--- config.mk ---
export PLATFORM = sky130hd
export DESIGN_NAME = ball_position_scanner_flat
export DESIGN_NICKNAME = d
export VERILOG_FILES = /design/src/rtl/ball_position_scanner_if.sv /design/src/rtl/ball_position_scanner.sv /design/src/flat_wrapper.sv
export SDC_FILE = /design/constraint.sdc
export NUM_CORES = 1
export LEC_CHECK = 0
export ABC_AREA = 1
export CORE_MARGIN = 3
export CORE_UTILIZATION = 51
export CTS_CLUSTER_SIZE = 30
export DETAILED_ROUTE_END_ITERATION = 8
export MAX_ROUTING_LAYER = met4
export PLACE_DENSITY = 0.75
export SYNTH_ARGS = -nofsm -noshare
export SYNTH_HDL_FRONTEND = slang
export SYNTH_SLANG_ARGS = --single-unit
--- constraint.sdc ---
create_clock -name clk -period 1.45 [get_ports clk]
set_clock_uncertainty 0.1 [all_clocks]
set_input_delay 0.3625 -clock clk [delete_from_list [all_inputs] [get_ports clk]]
set_output_delay 0.3625 -clock clk [all_outputs]
set_load 0.02 [all_outputs]
--- src/rtl/ball_position_scanner_if.sv ---
// Signal bundle between the ball position scanner and its sensor matrix / position consumer.
// pos_valid is a valid-only strobe with no ready: the consumer takes x/y/ball_detected in the cycle it is high.
interface ball_position_scanner_if;
    logic       clk_en;
    logic       sensor_in;
    logic [2:0] row_sel;
    logic [2:0] col_sel;
    logic       mux_en;
    logic [3:0] x_pos_calc;
    logic [3:0] y_pos_calc;
    logic       ball_detected;
    logic       pos_valid;
    logic [1:0] dbg_state;

    modport master (
        input  clk_en,
        input  sensor_in,
        output row_sel,
        output col_sel,
        output mux_en,
        output x_pos_calc,
        output y_pos_calc,
        output ball_detected,
        output pos_valid,
        output dbg_state
    );

    modport slave (
        output clk_en,
        output sensor_in,
        input  row_sel,
        input  col_sel,
        input  mux_en,
        input  x_pos_calc,
        input  y_pos_calc,
        input  ball_detected,
        input  pos_valid,
        input  dbg_state
    );
endinterface

--- src/rtl/ball_position_scanner.sv ---
// Scans an 8x5 multiplexed sensor matrix, tracks the bounding box of active sensors
// per frame and publishes its midpoint with a miss-filtered ball_detected flag.
module ball_position_scanner #(
    parameter int unsigned SETTLE_CYCLES = 4,
    parameter int unsigned MISS_FRAMES   = 3,
    parameter logic        ACTIVE_LEVEL  = 1'b0
) (
    input logic clk,
    input logic rst_n,
    ball_position_scanner_if.master bus
);

    typedef enum logic [1:0] {
        ST_SETTLE  = 2'd0,
        ST_SAMPLE  = 2'd1,
        ST_COMPUTE = 2'd2,
        ST_PUBLISH = 2'd3
    } state_e;

    localparam logic [3:0] SETTLE_LAST = 4'(SETTLE_CYCLES - 1);
    localparam logic [2:0] MISS_MAX    = 3'(MISS_FRAMES);
    localparam logic [2:0] ROW_LAST    = 3'd7;
    localparam logic [2:0] COL_LAST    = 3'd4;

    state_e     state_q, state_d;
    logic [1:0] sync_q, sync_d;
    logic [3:0] settle_cnt_q, settle_cnt_d;
    logic [2:0] row_q, row_d;
    logic [2:0] col_q, col_d;
    logic       mux_en_q, mux_en_d;
    logic       hit_q, hit_d;
    logic [2:0] xmin_q, xmin_d, xmax_q, xmax_d;
    logic [2:0] ymin_q, ymin_d, ymax_q, ymax_d;
    logic [2:0] calc_x_q, calc_x_d, calc_y_q, calc_y_d;
    logic [2:0] miss_q, miss_d;
    logic [2:0] x_pos_q, x_pos_d, y_pos_q, y_pos_d;
    logic       ball_q, ball_d;
    logic       pos_valid_q, pos_valid_d;
    logic [3:0] sum_x, sum_y;

    always_comb begin
        sync_d       = {sync_q[0], bus.sensor_in};
        state_d      = state_q;
        settle_cnt_d = settle_cnt_q;
        row_d        = row_q;
        col_d        = col_q;
        hit_d        = hit_q;
        xmin_d       = xmin_q;
        xmax_d       = xmax_q;
        ymin_d       = ymin_q;
        ymax_d       = ymax_q;
        calc_x_d     = calc_x_q;
        calc_y_d     = calc_y_q;
        miss_d       = miss_q;
        x_pos_d      = x_pos_q;
        y_pos_d      = y_pos_q;
        ball_d       = ball_q;
        pos_valid_d  = 1'b0;
        sum_x        = {1'b0, xmin_q} + {1'b0, xmax_q};
        sum_y        = {1'b0, ymin_q} + {1'b0, ymax_q};

        if (bus.clk_en) begin
            case (state_q)
                ST_SETTLE: begin
                    if (settle_cnt_q == SETTLE_LAST) begin
                        settle_cnt_d = 4'd0;
                        state_d      = ST_SAMPLE;
                    end else begin
                        settle_cnt_d = settle_cnt_q + 4'd1;
                    end
                end
                ST_SAMPLE: begin
                    if (sync_q[1] == ACTIVE_LEVEL) begin
                        hit_d = 1'b1;
                        // First hit of the frame seeds the box; later hits only widen it.
                        if (!hit_q) begin
                            xmin_d = row_q;
                            xmax_d = row_q;
                            ymin_d = col_q;
                            ymax_d = col_q;
                        end else begin
                            if (row_q < xmin_q) xmin_d = row_q;
                            if (row_q > xmax_q) xmax_d = row_q;
                            if (col_q < ymin_q) ymin_d = col_q;
                            if (col_q > ymax_q) ymax_d = col_q;
                        end
                    end
                    state_d = ST_SETTLE;
                    if (col_q == COL_LAST) begin
                        col_d = 3'd0;
                        if (row_q == ROW_LAST) begin
                            row_d   = 3'd0;
                            state_d = ST_COMPUTE;
                        end else begin
                            row_d = row_q + 3'd1;
                        end
                    end else begin
                        col_d = col_q + 3'd1;
                    end
                end
                ST_COMPUTE: begin
                    calc_x_d = sum_x[3:1];
                    calc_y_d = sum_y[3:1];
                    state_d  = ST_PUBLISH;
                end
                ST_PUBLISH: begin
                    pos_valid_d = 1'b1;
                    state_d     = ST_SETTLE;
                    if (hit_q) begin
                        x_pos_d = calc_x_q;
                        y_pos_d = calc_y_q;
                        ball_d  = 1'b1;
                        miss_d  = 3'd0;
                    end else begin
                        miss_d = (miss_q == MISS_MAX) ? miss_q : miss_q + 3'd1;
                        if (miss_d == MISS_MAX) ball_d = 1'b0;
                    end
                    hit_d  = 1'b0;
                    xmin_d = 3'd0;
                    xmax_d = 3'd0;
                    ymin_d = 3'd0;
                    ymax_d = 3'd0;
                end
                default: state_d = ST_SETTLE;
            endcase
        end

        // Registered so mux_en is low during reset and follows the state it will be in.
        mux_en_d = (state_d == ST_SETTLE) || (state_d == ST_SAMPLE);
    end

    always_ff @(posedge clk or negedge rst_n) begin
        if (!rst_n) begin
            state_q      <= ST_SETTLE;
            sync_q       <= 2'b00;
            settle_cnt_q <= 4'd0;
            row_q        <= 3'd0;
            col_q        <= 3'd0;
            mux_en_q     <= 1'b0;
            hit_q        <= 1'b0;
            xmin_q       <= 3'd0;
            xmax_q       <= 3'd0;
            ymin_q       <= 3'd0;
            ymax_q       <= 3'd0;
            calc_x_q     <= 3'd0;
            calc_y_q     <= 3'd0;
            miss_q       <= 3'd0;
            x_pos_q      <= 3'd0;
            y_pos_q      <= 3'd0;
            ball_q       <= 1'b0;
            pos_valid_q  <= 1'b0;
        end else begin
            state_q      <= state_d;
            sync_q       <= sync_d;
            settle_cnt_q <= settle_cnt_d;
            row_q        <= row_d;
            col_q        <= col_d;
            mux_en_q     <= mux_en_d;
            hit_q        <= hit_d;
            xmin_q       <= xmin_d;
            xmax_q       <= xmax_d;
            ymin_q       <= ymin_d;
            ymax_q       <= ymax_d;
            calc_x_q     <= calc_x_d;
            calc_y_q     <= calc_y_d;
            miss_q       <= miss_d;
            x_pos_q      <= x_pos_d;
            y_pos_q      <= y_pos_d;
            ball_q       <= ball_d;
            pos_valid_q  <= pos_valid_d;
        end
    end

    assign bus.row_sel       = row_q;
    assign bus.col_sel       = col_q;
    assign bus.mux_en        = mux_en_q;
    assign bus.x_pos_calc    = {1'b0, x_pos_q};
    assign bus.y_pos_calc    = {1'b0, y_pos_q};
    assign bus.ball_detected = ball_q;
    assign bus.pos_valid     = pos_valid_q;
    assign bus.dbg_state     = state_q;

endmodule

--- src/flat_wrapper.sv ---
// flat-port wrapper written by rule: the top's interface ports become plain ports
module ball_position_scanner_flat 
#(
    parameter int unsigned SETTLE_CYCLES = 4,
    parameter int unsigned MISS_FRAMES   = 3,
    parameter logic        ACTIVE_LEVEL  = 1'b0
)
  (clk, rst_n, bus_clk_en, bus_sensor_in, bus_row_sel, bus_col_sel, bus_mux_en, bus_x_pos_calc, bus_y_pos_calc, bus_ball_detected, bus_pos_valid, bus_dbg_state);
  ball_position_scanner_if bus_i ();
  input logic clk;
  input logic rst_n;
  input wire logic [$bits(bus_i.clk_en)-1:0] bus_clk_en;
  input wire logic [$bits(bus_i.sensor_in)-1:0] bus_sensor_in;
  output wire logic [$bits(bus_i.row_sel)-1:0] bus_row_sel;
  output wire logic [$bits(bus_i.col_sel)-1:0] bus_col_sel;
  output wire logic [$bits(bus_i.mux_en)-1:0] bus_mux_en;
  output wire logic [$bits(bus_i.x_pos_calc)-1:0] bus_x_pos_calc;
  output wire logic [$bits(bus_i.y_pos_calc)-1:0] bus_y_pos_calc;
  output wire logic [$bits(bus_i.ball_detected)-1:0] bus_ball_detected;
  output wire logic [$bits(bus_i.pos_valid)-1:0] bus_pos_valid;
  output wire logic [$bits(bus_i.dbg_state)-1:0] bus_dbg_state;
  assign bus_i.clk_en = bus_clk_en;
  assign bus_i.sensor_in = bus_sensor_in;
  assign bus_row_sel = bus_i.row_sel;
  assign bus_col_sel = bus_i.col_sel;
  assign bus_mux_en = bus_i.mux_en;
  assign bus_x_pos_calc = bus_i.x_pos_calc;
  assign bus_y_pos_calc = bus_i.y_pos_calc;
  assign bus_ball_detected = bus_i.ball_detected;
  assign bus_pos_valid = bus_i.pos_valid;
  assign bus_dbg_state = bus_i.dbg_state;
  ball_position_scanner #(.SETTLE_CYCLES(SETTLE_CYCLES), .MISS_FRAMES(MISS_FRAMES), .ACTIVE_LEVEL(ACTIVE_LEVEL)) u_core (.clk(clk), .rst_n(rst_n), .bus(bus_i));
endmodule
Yosys cells after proc, flatten, opt, wreduce, memory -nomap -nowiden

Index checks and enable logic that the tools add are counted.
W data, S select, Z words.

Reductions and logical operators: 17
Multiplexer cells: 32
Equal/unequal tests: 14
Magnitude comparators: 4
Add/subtract/negate cells: 6

Operators by type and width:

| kind                  | count |
|---|---|
| $mux W3               | 16 |
| $pmux W3 S2           | 4 |
| $reduce_and A4 Y1     | 4 |
| $ne A3 B3 Y1 const B  | 4 |
| $reduce_and A3 Y1     | 4 |
| $add A3 B1 Y3 const B | 3 |
| $add A3 B3 Y4         | 2 |
| $mux W2               | 4 |
| $pmux W2 S4           | 1 |
| $reduce_and A2 Y1     | 4 |
| $eq A3 B2 Y1 const B  | 2 |
| $eq A3 B3 Y1 const B  | 2 |
| $gt A3 B3 Y1          | 2 |
| $lt A3 B3 Y1          | 2 |
| $mux W1               | 5 |
| $add A4 B1 Y4 const B | 1 |
| $eq A2 B1 Y1 const B  | 2 |
| $eq A2 B2 Y1 const B  | 2 |
| $eq A4 B2 Y1 const B  | 1 |
| $logic_not A2 Y1      | 2 |
| $mux W4               | 1 |
| $reduce_bool A2 Y1    | 2 |
| $ne A2 B2 Y1 const B  | 1 |
| $pmux W1 S2           | 1 |
| $logic_or A1 B1 Y1    | 1 |

Output and inout port bits: 19
Input bits: 4
Logic and storage cells: 91
Flip-flop bits (word level): 45

Depth between registers and ports, before layout

Gate-level depths: netlist of the first run.

Depth in word-level cells: 7
Gate-level depth with buffers: 10
Mapped depth without buffers: 10

Least setup slack after synthesis of the first run

OpenSTA, ideal clock, no wires.

Path type: flip-flop to flip-flop
Start: register u_core.col_q[2], in the netlist u_core.bus.col_sel[2]
End: register u_core.ymax_q[0]
Buffers on the path: 0
Arrival time: 1.334 ns
Clock period less this slack: 1.500 ns
Library setup time: 0.065 ns
Cell stages (with the launch flop): 9
Slack: -0.050 ns
Data required time: 1.285 ns
Cells stage by stage: dfrtp_1 -> ha_1 -> a21oi_1 -> nand2_1 -> nand2_1 -> nand2_1 -> nand2_1 -> nand2_1 -> nand2_1

Cells in the longest elaborated chain, start to end: 3

Ends and longest elaborated chain:

| element                            | RTL line                     | text |
|---|---|---|
| start, declared                    | ball_position_scanner.sv:29  | `logic [2:0] col_q, col_d;` |
| start signal, assigned             | ball_position_scanner.sv:157 | `col_q <= col_d;` |
| $gt A3 B3 Y1                       | ball_position_scanner.sv:85  | `if (col_q > ymax_q) ymax_d = col_q;` |
| $ne A3 B3 Y1 (no source line)      | n/a                          |  |
| $reduce_and A4 Y1 (no source line) | n/a                          |  |
| end signal, assigned               | ball_position_scanner.sv:163 | `ymax_q <= ymax_d;` |
| end, declared                      | ball_position_scanner.sv:33  | `logic [2:0] ymin_q, ymin_d, ymax_q, ymax_d;` |

No other way between the ends.
A chain may end at the register's enable or synchronous reset.

Worst setup path after layout of the first run

Start: register u_core.row_q[2], in the netlist u_core.bus.row_sel[2]
End: register u_core.xmax_q[1]

Cells in the longest elaborated chain, start to end: 3

Ends and longest elaborated chain:

| element                            | RTL line                     | text |
|---|---|---|
| start, declared                    | ball_position_scanner.sv:28  | `logic [2:0] row_q, row_d;` |
| start signal, assigned             | ball_position_scanner.sv:156 | `row_q <= row_d;` |
| $gt A3 B3 Y1                       | ball_position_scanner.sv:83  | `if (row_q > xmax_q) xmax_d = row_q;` |
| $ne A3 B3 Y1 (no source line)      | n/a                          |  |
| $reduce_and A4 Y1 (no source line) | n/a                          |  |
| end signal, assigned               | ball_position_scanner.sv:161 | `xmax_q <= xmax_d;` |
| end, declared                      | ball_position_scanner.sv:32  | `logic [2:0] xmin_q, xmin_d, xmax_q, xmax_d;` |

No other way between the ends.

==> out/results.txt, run 1 <==
Yosys reg bits - 45
Gr usage total - 0.206
Final WL - 5350 µm
Combinational power share - 0.579
Hold Crit Class - register to register
WL/cell - 14.0 µm
Final Cycle Share - 1.04
Clock buffer count from CTS - 5
Total number of yosys warnings - 0
Finished Layout Cells - 381
Die X - 74.0 µm
GR Overflow Total - 0
P_sw - 3.15 mW
Int Pwr - 4.18 mW
TritonCTS Sinks - 45
DP Wirelength - 3740 µm
Final core occ - 0.712
Sequential power share - 0.303
Synth Flop Type - dfrtp_1
Final-report setup violation count - 9
Synth top area share - 0.477
Share of layout cells above drive strength 1 - 0.377
Iteration-0 DRC Markers - 95
Crit path launch type - register
Detailed-route DRC error count - 0
Fillers - 343
Most area-consuming cells after synthesis - dfrtp_1 48%, nand2_1 12%, ha_1 11%
Total die area - 5480 µm²
Crit path max fanout - 4
Post-route setup slack - -0.0580 ns
Leak - 1.55 nW
Placed insts - 363
Vias per cell - 5.18
Max-cap viol count - 0
IO Port Bufs - 20
Failing checks - setup timing
Switching fraction of total power - 0.430
First-pass GRT wire length - 8260 µm
Met3 usage - 0.0446
Number of global-route vias before repair - 1935
N_diodes - 0
Arrival @ worst endpoint - 1.61 ns
Area Overhead vs Synth - 33.2%
Layout Nets - 354
Global placement routability congestion - 0.831
RSZ-0062 raised after global routing - yes
Met1 GRT Util - 0.228
Worst IR Drop VDD - 1260 µV
Top post-synthesis cells by count - 75 x nand2_1, 45 x dfrtp_1, 32 x inv_1
Power Density - 2330 nW/µm²
Status - finished with violations
Met2 usage - 0.364
Largest net degree at the start of global routing - 46
Antenna Nets Post-Route - 0
Cell row count - 24
Core footprint - 4410 µm²
Sequential fraction of the synthesis area - 0.477
Critical Path RT - 1.55 ns
Clock Latency Late Sink - 0.30 ns
Nature of the critical path endpoint - register
Tmin final - 1.51 ns
Mapped Avg Cell Area - 8.91 µm²
GR peak layer - met2
Syn Std Cell Area - 2360 µm²
Most common cell in the netlist - nand2_1
Antenna violations before repair - 0
Leading area contributor after synthesis - dfrtp_1
Clock-pin slew on the worst setup and hold paths - 0.08 ns
H-tree levels - 2
Post-synth EDFFs - 0
Num ports - 23
FFs w/ async S/R, synth - 1.00
Initial Util - 0.535
Total number of vias - 1972
Clock Power Share - 0.118
CTS tree - yes
Synth unique cells - 26
Max frequency - 663 MHz
Count of final hold-check violations - 0
Clock root buffer - clkbuf_8
Die Y-Extent - 74.0 µm
Synthesized instance count - 265
Max clock buf depth - 2
Drt pass-1 iters - 4
Final Slew Violations - 0
Crit path kind - register to register
per-stage QoR:
stage	power [mW]	hold WS, ns	area, µm²	setup WS (ns)	setup TNS [ns]
finish	7.33	0.254	3140	-0.0580	-0.355
global route	7.91	0.267	3140	-0.153	-1.73
CTS	6.84	0.256	3060	-0.0560	-0.282
detailed placement	5.83	0.237	2890	-0.344	-11.21
global placement	5.63	0.233	2890	-0.297	-9.69
floorplan	4.36	-0.0331	2420	0.000976	0
registers in the layout, indices dropped and copies added, names as in the netlist, 2 cells and up:
signal,count
u_core.bus.dbg_state,2
u_core.xmin_q,3
u_core.ymax_q,3
u_core.miss_q,3
u_core.y_pos_q,3
u_core.bus.col_sel,3
u_core.x_pos_q,3
u_core.xmax_q,3
u_core.calc_y_q,3
u_core.calc_x_q,3
u_core.sync_q,2
u_core.ymin_q,3
u_core.settle_cnt_q,4
u_core.bus.row_sel,3
layout make-up:
cell class | count | area, µm² | area share
clock buffers | 7 | 96.3 | 0.0306
clock inverters | 1 | 5.00 | 0.00159
inverters | 35 | 141 | 0.0450
multi-input cells | 182 | 1250 | 0.397
flip-flops and latches | 45 | 1130 | 0.361
well taps | 52 | 65.1 | 0.0207
repair buffers | 59 | 455 | 0.145
per-layer routing:
metal | vias up | share of wire
li1 | 975 | -
met1 | 951 | 0.40
met2 | 32 | 0.53
met3 | 14 | 0.041
met4 | 0 | 0.027
met5 | - | 0
power groups by stage:
stage	Combinational [mW]	Clock [mW]	Sequential, mW
5_1_grt	4.69	0.926	2.29
4_1_cts	3.79	0.872	2.17
6_report	4.24	0.864	2.22
3_3_place_gp	3.42	0	2.21
3_5_place_dp	3.61	0	2.23
2_1_floorplan	1.92	0	2.44
worst max-delay path: stages (launching register included):
cell and delay, ns:
dfrtp_2 0.43, buf_6 0.13, ha_4 0.27, nand3_2 0.06
nand2_2 0.07, nand2_2 0.06, nand2_2 0.09, nand2_2 0.08
nand2_1 0.07, nand2_1 0.05
timing repair:
action,in CTS,in global routing
endpoints found under the setup margin,33,36
buffers inserted,7,2
endpoints found under the hold margin,45,0
hold buffers,1,0
gates resized for setup,62,46
pin swaps,2,20
logic make-up (layout without fill, tap and decap cells):
family | count (synthesis) | after routing | share of synthesized area
AND/OR/NAND/NOR | 118 | 118 | 0.218
flip-flops | 45 | 45 | 0.477
buffers and inverters | 39 | 102 | 0.0726
AO/OA/AOI/OAI | 36 | 36 | 0.0922
adder cells (fa/ha/maj) | 22 | 22 | 0.123
XOR/XNOR | 3 | 3 | 0.0111
other | 1 | 2 | 0.00159
multiplexers | 1 | 1 | 0.00477
final timing paths:
| path | slack [ns] | endpoint | depth (start not counted) | startpoint |
|---|---|---|---|---|
| setup / recovery | -0.06 | u_core.xmax_q[1] | 9 | u_core.bus.row_sel[2] |
| hold / removal | 0.25 | u_core.sync_q[1] | 0 | u_core.sync_q[0] |
| setup reg to reg | -0.06 | u_core.xmax_q[1] | 9 | u_core.bus.row_sel[2] |
| hold reg to reg | 0.25 | u_core.sync_q[1] | 0 | u_core.sync_q[0] |
| max in group asynchronous | 0.56 | u_core.bus.row_sel[2] | 3 | rst_n |
| min in group asynchronous | 0.46 | u_core.y_pos_q[2] | 3 | rst_n |
cell usage in the layout, fill, tap and decap left out, drive strengths merged, types with 2 or more instances in the layout:
master | synthesis | final
o21ai | 21 | 21
clkbuf | 0 | 14
ha | 20 | 20
buf | 4 | 47
nor2 | 17 | 17
clkinv | 0 | 2
nor3 | 2 | 2
inv | 35 | 34
clkdlybuf4s15 | 0 | 2
dfrtp | 45 | 45
xnor2 | 3 | 3
nand3 | 21 | 21
o22ai | 2 | 2
fa | 2 | 2
a21oi | 12 | 12
nand2 | 77 | 77
conb | 1 | 2
Note: power is estimated with default switching activity, not from simulation.
==> run 2: changes to the inputs <==
CTS_CLUSTER_DIAMETER = 100   (was unset)
REMOVE_ABC_BUFFERS = 1   (was unset)
==> run 2 against run 1 <==
- the flow still finishes with violations (setup timing)
- utilization rose by 4.6 points
- hold slack improved by 0.0070 ns
- first-iteration DRC count grew 8.4%
- maximum frequency increased by 1.0%
- design area increased by 6.4%
- sequential cell count did not move
- critical path type unchanged
- critical endpoint is now u_core.ymax_q[2]
- largest cell class unchanged
- largest power group unchanged
==> out/results.txt, run 2 (synthesis results as in run 1) <==
Footprint of the multi-input gates - 1370 µm² (+10%)
Nature of the critical path endpoint - register
Flip-flop count of the largest register after layout - 4 (unchanged)
IO Port Bufs - 20 (unchanged)
Pre-CTS setup slack - -0.358 ns (-0.0132 ns)
H-tree levels - 2 (unchanged)
Largest net degree at the start of global routing - 46 (unchanged)
First-pass GRT wire length - 8610 µm (+4.3%)
Crit path max fanout - 4 (unchanged)
Final Slew Violations - 0 (unchanged)
Post-route setup slack - -0.0426 ns (+0.0154 ns)
Final Cycle Share - 1.03 (-0.0106)
Final-report setup violation count - 8 (-1)
Max frequency - 670 MHz (+1.0%)
Area Overhead vs Synth - 41.8%
Final WL - 5780 µm (+7.9%)
Critical Path RT - 1.54 ns (about the same)
Vias per cell - 5.23 (+1.1%)
Total die area - 5480 µm² (unchanged)
GR Overflow Total - 0 (unchanged)
Failing checks - setup timing
Leak - 1.62 nW (+4.3%)
Final setup TNS - -0.238 ns (+0.116 ns)
Worst IR Drop VDD - 1240 µV (-1.8%)
Status - finished with violations
DP Wirelength - 3570 µm (-4.6%)
Number of global-route vias before repair - 1980 (+2.3%)
TritonCTS Sinks - 45 (unchanged)
Core footprint - 4410 µm² (unchanged)
Drt pass-1 iters - 4 (unchanged)
Top reg by flops - u_core.settle_cnt_q
Register area - 1130 µm² (-0.22%)
Count of final hold-check violations - 0 (unchanged)
Gr usage total - 0.215 (+0.00899)
Clock buffer count from CTS - 5 (unchanged)
Placed insts - 365 (+0.55%)
Power Density - 2340 nW/µm² (+0.13%)
Clock Latency Late Sink - 0.30 ns (about the same)
WL/cell - 14.8 µm (+5.4%)
Antenna Nets Post-Route - 0 (unchanged)
Hold Crit Class - register to register
Finished Layout Cells - 390 (+2.4%)
Layout Nets - 363 (+2.5%)
Iteration-0 DRC Markers - 103 (+8.4%)
Cell row count - 24 (unchanged)
Num ports - 23 (unchanged)
CTS tree - yes
Tmin final - 1.49 ns (-0.0154 ns)
Global placement routability congestion - 0.883 (+6.3%)
Commonest non-fill, non-tap cells in the layout - 48 x nand2_1, 41 x dfrtp_1, 34 x buf_4, 23 x nand2_2, 19 x inv_1
Max clock buf depth - 2 (unchanged)
Antenna violations before repair - 0 (unchanged)
Crit path kind - register to register
Share of layout cells above drive strength 1 - 0.462 (+0.0846)
Die X - 74.0 µm (unchanged)
Total number of vias - 2041 (+3.5%)
RSZ-0062 raised after global routing - yes
Clock-pin slew on the worst setup and hold paths - 0.08 ns (about the same)
N_diodes - 0 (unchanged)
Fillers - 295 (-14%)
Arrival @ worst endpoint - 1.59 ns (-0.02 ns)
Detailed-route DRC error count - 0 (unchanged)
Final core occ - 0.758 (+0.0459)
Most common cell after layout, fill and taps aside - nand2_1
Hold WS - 0.261 ns (+0.00699 ns)
Max-cap viol count - 0 (unchanged)
Crit path launch type - register
Initial Util - 0.535 (unchanged)
Clock root buffer - clkbuf_8
Die Y-Extent - 74.0 µm (unchanged)
==> run 2: cell count changes in the layout (fill, tap and decap cells not counted), moves of 6 or more <==
| cell | delta |
|---|---|
| nand2_1 | -14 |
| inv_1 | -6 |
| nand2_2 | +9 |
| buf_6 | +7 |
==> run 2: final timing paths <==
kind / slack [ns] / cells after the start / end / startpoint
worst max-delay path: -0.04 / 10 / u_core.ymax_q[2] / u_core.bus.col_sel[0]
worst min-delay path: 0.26 / 0 / u_core.sync_q[1] / u_core.sync_q[0]
worst max register to register: -0.04 / 10 / u_core.ymax_q[2] / u_core.bus.col_sel[0]
worst min register to register: 0.26 / 0 / u_core.sync_q[1] / u_core.sync_q[0]
max in group asynchronous: 0.57 / 3 / u_core.bus.row_sel[2] / rst_n
min in group asynchronous: 0.46 / 3 / u_core.settle_cnt_q[2] / rst_n
==> run 2: timing repair <==
action / 4_1_cts / 5_1_grt
endpoints found under the setup margin: 41 / 45
pin swaps: 5 / 31
buffers inserted: 5 / 10
hold buffers: 1 / 0
endpoints found under the hold margin: 45 / 0
cloned: 0 / 1
resized for setup: 66 / 96
==> run 2: layout make-up <==
cell class              count  area share
multi-input cells         182       0.410
well taps                  52      0.0194
repair inverters            1     0.00150
inverters                  35      0.0430
clock buffers               8      0.0239
flip-flops and latches     45       0.338
repair buffers             67       0.164
==> run 2: power breakdown <==
| group | internal (mW) | switching (mW) |
|---|---|---|
| combinational | 2.29 | 2.52 |
| clock | 0.343 | 0.399 |
| sequential | 1.79 | 0.476 |
| total | 4.42 | 3.39 |
==> run 2: worst max-delay path, cell delays in order (launching register included) <==
cell and delay, ns:
dfrtp_1 0.43, inv_2 0.11, ha_4 0.17, inv_1 0.06, nand3_2 0.05, nand2_1 0.07, nand2_2 0.06, nand2_2 0.10
nand2_2 0.09, nand2_1 0.08, nand2_1 0.05
==> run 2: routing by layer <==
| metal | vias up | GRT usage | part of all wire |
|---|---|---|---|
| met4 | 0 | 0.0865 | 0.036 |
| met5 | - | - | 0 |
| met3 | 20 | 0.0500 | 0.043 |
| met2 | 45 | 0.366 | 0.53 |
| met1 | 985 | 0.242 | 0.39 |
| li1 | 991 | - | - |
==> run 2: metrics by stage <==
stage	total power, mW	instance area [µm²]
3_3_place_gp	5.50	2830
5_1_grt	8.41	3350
2_1_floorplan	4.20	2330
3_5_place_dp	5.66	2830
6_report	7.82	3350
4_1_cts	6.63	3020
==> run 3: changes to the inputs <==
--- a/config.mk
+++ b/config.mk
@@ -7,4 +7,5 @@
 export LEC_CHECK = 0
 export ABC_AREA = 1
+export CAP_MARGIN = 40
 export CORE_MARGIN = 3
 export CORE_UTILIZATION = 51
--- a/constraint.sdc
+++ b/constraint.sdc
@@ -3,3 +3,3 @@
 set_input_delay 0.3625 -clock clk [delete_from_list [all_inputs] [get_ports clk]]
 set_output_delay 0.3625 -clock clk [all_outputs]
-set_load 0.02 [all_outputs]
+set_load 0.1 [all_outputs]
==> run 3 against run 2 <==
- final cell count is 1.3% higher
- highest routed layer unchanged
- the run still ends with setup timing left
- wire length rose by 10%
- via count grew 4.3%
- utilization grew 6.1 points
- largest cell class unchanged
- die area unchanged
- first-iteration DRC count grew 32%
- maximum frequency shrank 3.7%
==> out/results.txt, run 3 (synthesis results as in run 1) <==
Top reg by flops - u_core.settle_cnt_q
N_diodes - 0 (unchanged)
Placed insts - 370 (+1.4%)
Most common cell after layout, fill and taps aside - nand2_1
Gr usage total - 0.241 (+0.0263)
Crit path launch type - register
Flip-flop count of the largest register after layout - 4 (unchanged)
Share of layout cells above drive strength 1 - 0.437 (-0.0242)
Final-report setup violation count - 22 (+14)
GR Overflow Total - 0 (unchanged)
Largest net degree at the start of global routing - 46 (unchanged)
Final Cycle Share - 1.07 (+0.0398)
Clock Latency Late Sink - 0.31 ns (about the same)
Final WL - 6360 µm (+10%)
Iteration-0 DRC Markers - 136 (+32%)
Cell row count - 24 (unchanged)
Core footprint - 4410 µm² (unchanged)
Num ports - 23 (unchanged)
Fillers - 232 (-21%)
Area Overhead vs Synth - 53.1%
Commonest non-fill, non-tap cells in the layout - 54 x nand2_1, 39 x dfrtp_1, 36 x buf_4, 26 x inv_1
Antenna violations before repair - 0 (unchanged)
Die Y-Extent - 74.0 µm (unchanged)
Count of final hold-check violations - 0 (unchanged)
Die X - 74.0 µm (unchanged)
Initial Util - 0.535 (unchanged)
Clock buffer count from CTS - 5 (unchanged)
H-tree levels - 2 (unchanged)
RSZ-0062 raised after global routing - yes
Detailed-route DRC error count - 0 (unchanged)
Hold Crit Class - register to register
Total die area - 5480 µm² (unchanged)
Clock-pin slew on the worst setup and hold paths - 0.08 ns (about the same)
First-pass GRT wire length - 9600 µm (+12%)
Failing checks - setup timing
Max clock buf depth - 2 (unchanged)
Vias per cell - 5.39 (+3.0%)
Final Slew Violations - 0 (unchanged)
Number of global-route vias before repair - 2061 (+4.1%)
Post-route setup slack - -0.100 ns (-0.0576 ns)
Drt pass-1 iters - 4 (unchanged)
Global placement routability congestion - 0.855 (-3.2%)
IO Port Bufs - 20 (unchanged)
Layout Nets - 368 (+1.4%)
Tmin final - 1.55 ns (+0.0576 ns)
Critical Path RT - 0.99 ns (-0.55 ns)
TritonCTS Sinks - 45 (unchanged)
Crit path kind - register to output pin
Crit path max fanout - 5 (+1)
Nature of the critical path endpoint - output pin
WL/cell - 16.1 µm (+8.7%)
Finished Layout Cells - 395 (+1.3%)
Clock root buffer - clkbuf_8
Arrival @ worst endpoint - 1.09 ns (-0.50 ns)
Max-cap viol count - 0 (unchanged)
Max frequency - 645 MHz (-3.7%)
Status - finished with violations
CTS tree - yes
Total number of vias - 2129 (+4.3%)
DP Wirelength - 3570 µm (+0.14%)
Antenna Nets Post-Route - 0 (unchanged)
==> run 3: changes by cell type in the layout (fill, tap and decap cells not counted), moves of 3 or more <==
cell,change
o21ai_1,-3
buf_2,-5
inv_2,-6
nand2_1,+6
ha_4,-3
clkbuf_2,-8
o21ai_0,+3
nand2_2,-5
ha_1,+3
inv_1,+7
buf_12,+17
==> run 3: path summary, 6_finish.rpt <==
check / startpoint / cells after the start / to / slack [ns]
hold / removal: u_core.sync_q[0] / 0 / u_core.sync_q[1] / 0.30
setup / recovery: u_core.bus.col_sel[1] / 2 / bus_col_sel[1] / -0.10
max in group asynchronous: rst_n / 3 / u_core.bus.dbg_state[1] / 0.56
min in group asynchronous: rst_n / 3 / u_core.bus.pos_valid / 0.45
setup reg to reg: u_core.bus.col_sel[1] / 7 / u_core.ymin_q[2] / -0.07
hold reg to reg: u_core.sync_q[0] / 0 / u_core.sync_q[1] / 0.30
==> run 3: final cells by class <==
| type | count | area [µm²] | share of cell area |
|---|---|---|---|
| clock buffer | 7 | 86.3 | 0.0239 |
| clock inverter | 1 | 30.0 | 0.00831 |
| inverter | 35 | 141 | 0.0391 |
| multi-input combinational | 183 | 1330 | 0.367 |
| sequential | 45 | 1130 | 0.314 |
| tap | 52 | 65.1 | 0.0180 |
| timing repair buffer | 72 | 831 | 0.230 |
==> run 3: metal layers <==
layer	global-route usage	routed length, µm	share of wire	vias up
met5	-	0	0	-
met4	0.0966	200	0.031	0
met3	0.0500	276	0.043	21
met2	0.400	3180	0.50	64
met1	0.286	2700	0.42	1039
li1	-	-	-	1005
==> run 3: what timing repair did <==
| action | in CTS | in global routing |
|---|---|---|
| hold buffers | 1 | 0 |
| resized for setup | 32 | 52 |
| buffers inserted | 9 | 7 |
| pin swaps | 4 | 20 |
| endpoints found under the hold margin | 45 | 0 |
| endpoints found under the setup margin | 28 | 37 |
| cloned | 1 | 0 |
==> run 3: metrics by stage <==
| stage | setup WS [ns] | setup TNS [ns] | hold slack (ns) | area (µm²) | util |
|---|---|---|---|---|---|
| after global routing | -0.129 | -2.62 | 0.295 | 3610 | 0.819 |
| after detailed placement | -0.373 | -11.74 | 0.237 | 3050 | 0.692 |
| after CTS | -0.0963 | -0.454 | 0.255 | 3390 | 0.768 |
| after floorplan | -0.656 | -21.29 | -0.0331 | 2330 | - |
| after global placement | -0.319 | -10.20 | 0.238 | 3050 | 0.692 |
| final | -0.100 | -1.04 | 0.296 | 3610 | 0.819 |
==> run 3: critical path: stages, from the launching register on <==
cell and delay (ns):
dfrtp_2 0.48, buf_6 0.15, buf_12 0.15
Power of run 3 is left out: the tool's default activity adds up to more than one toggle a clock period on the data nets, which glitch-free logic cannot reach.
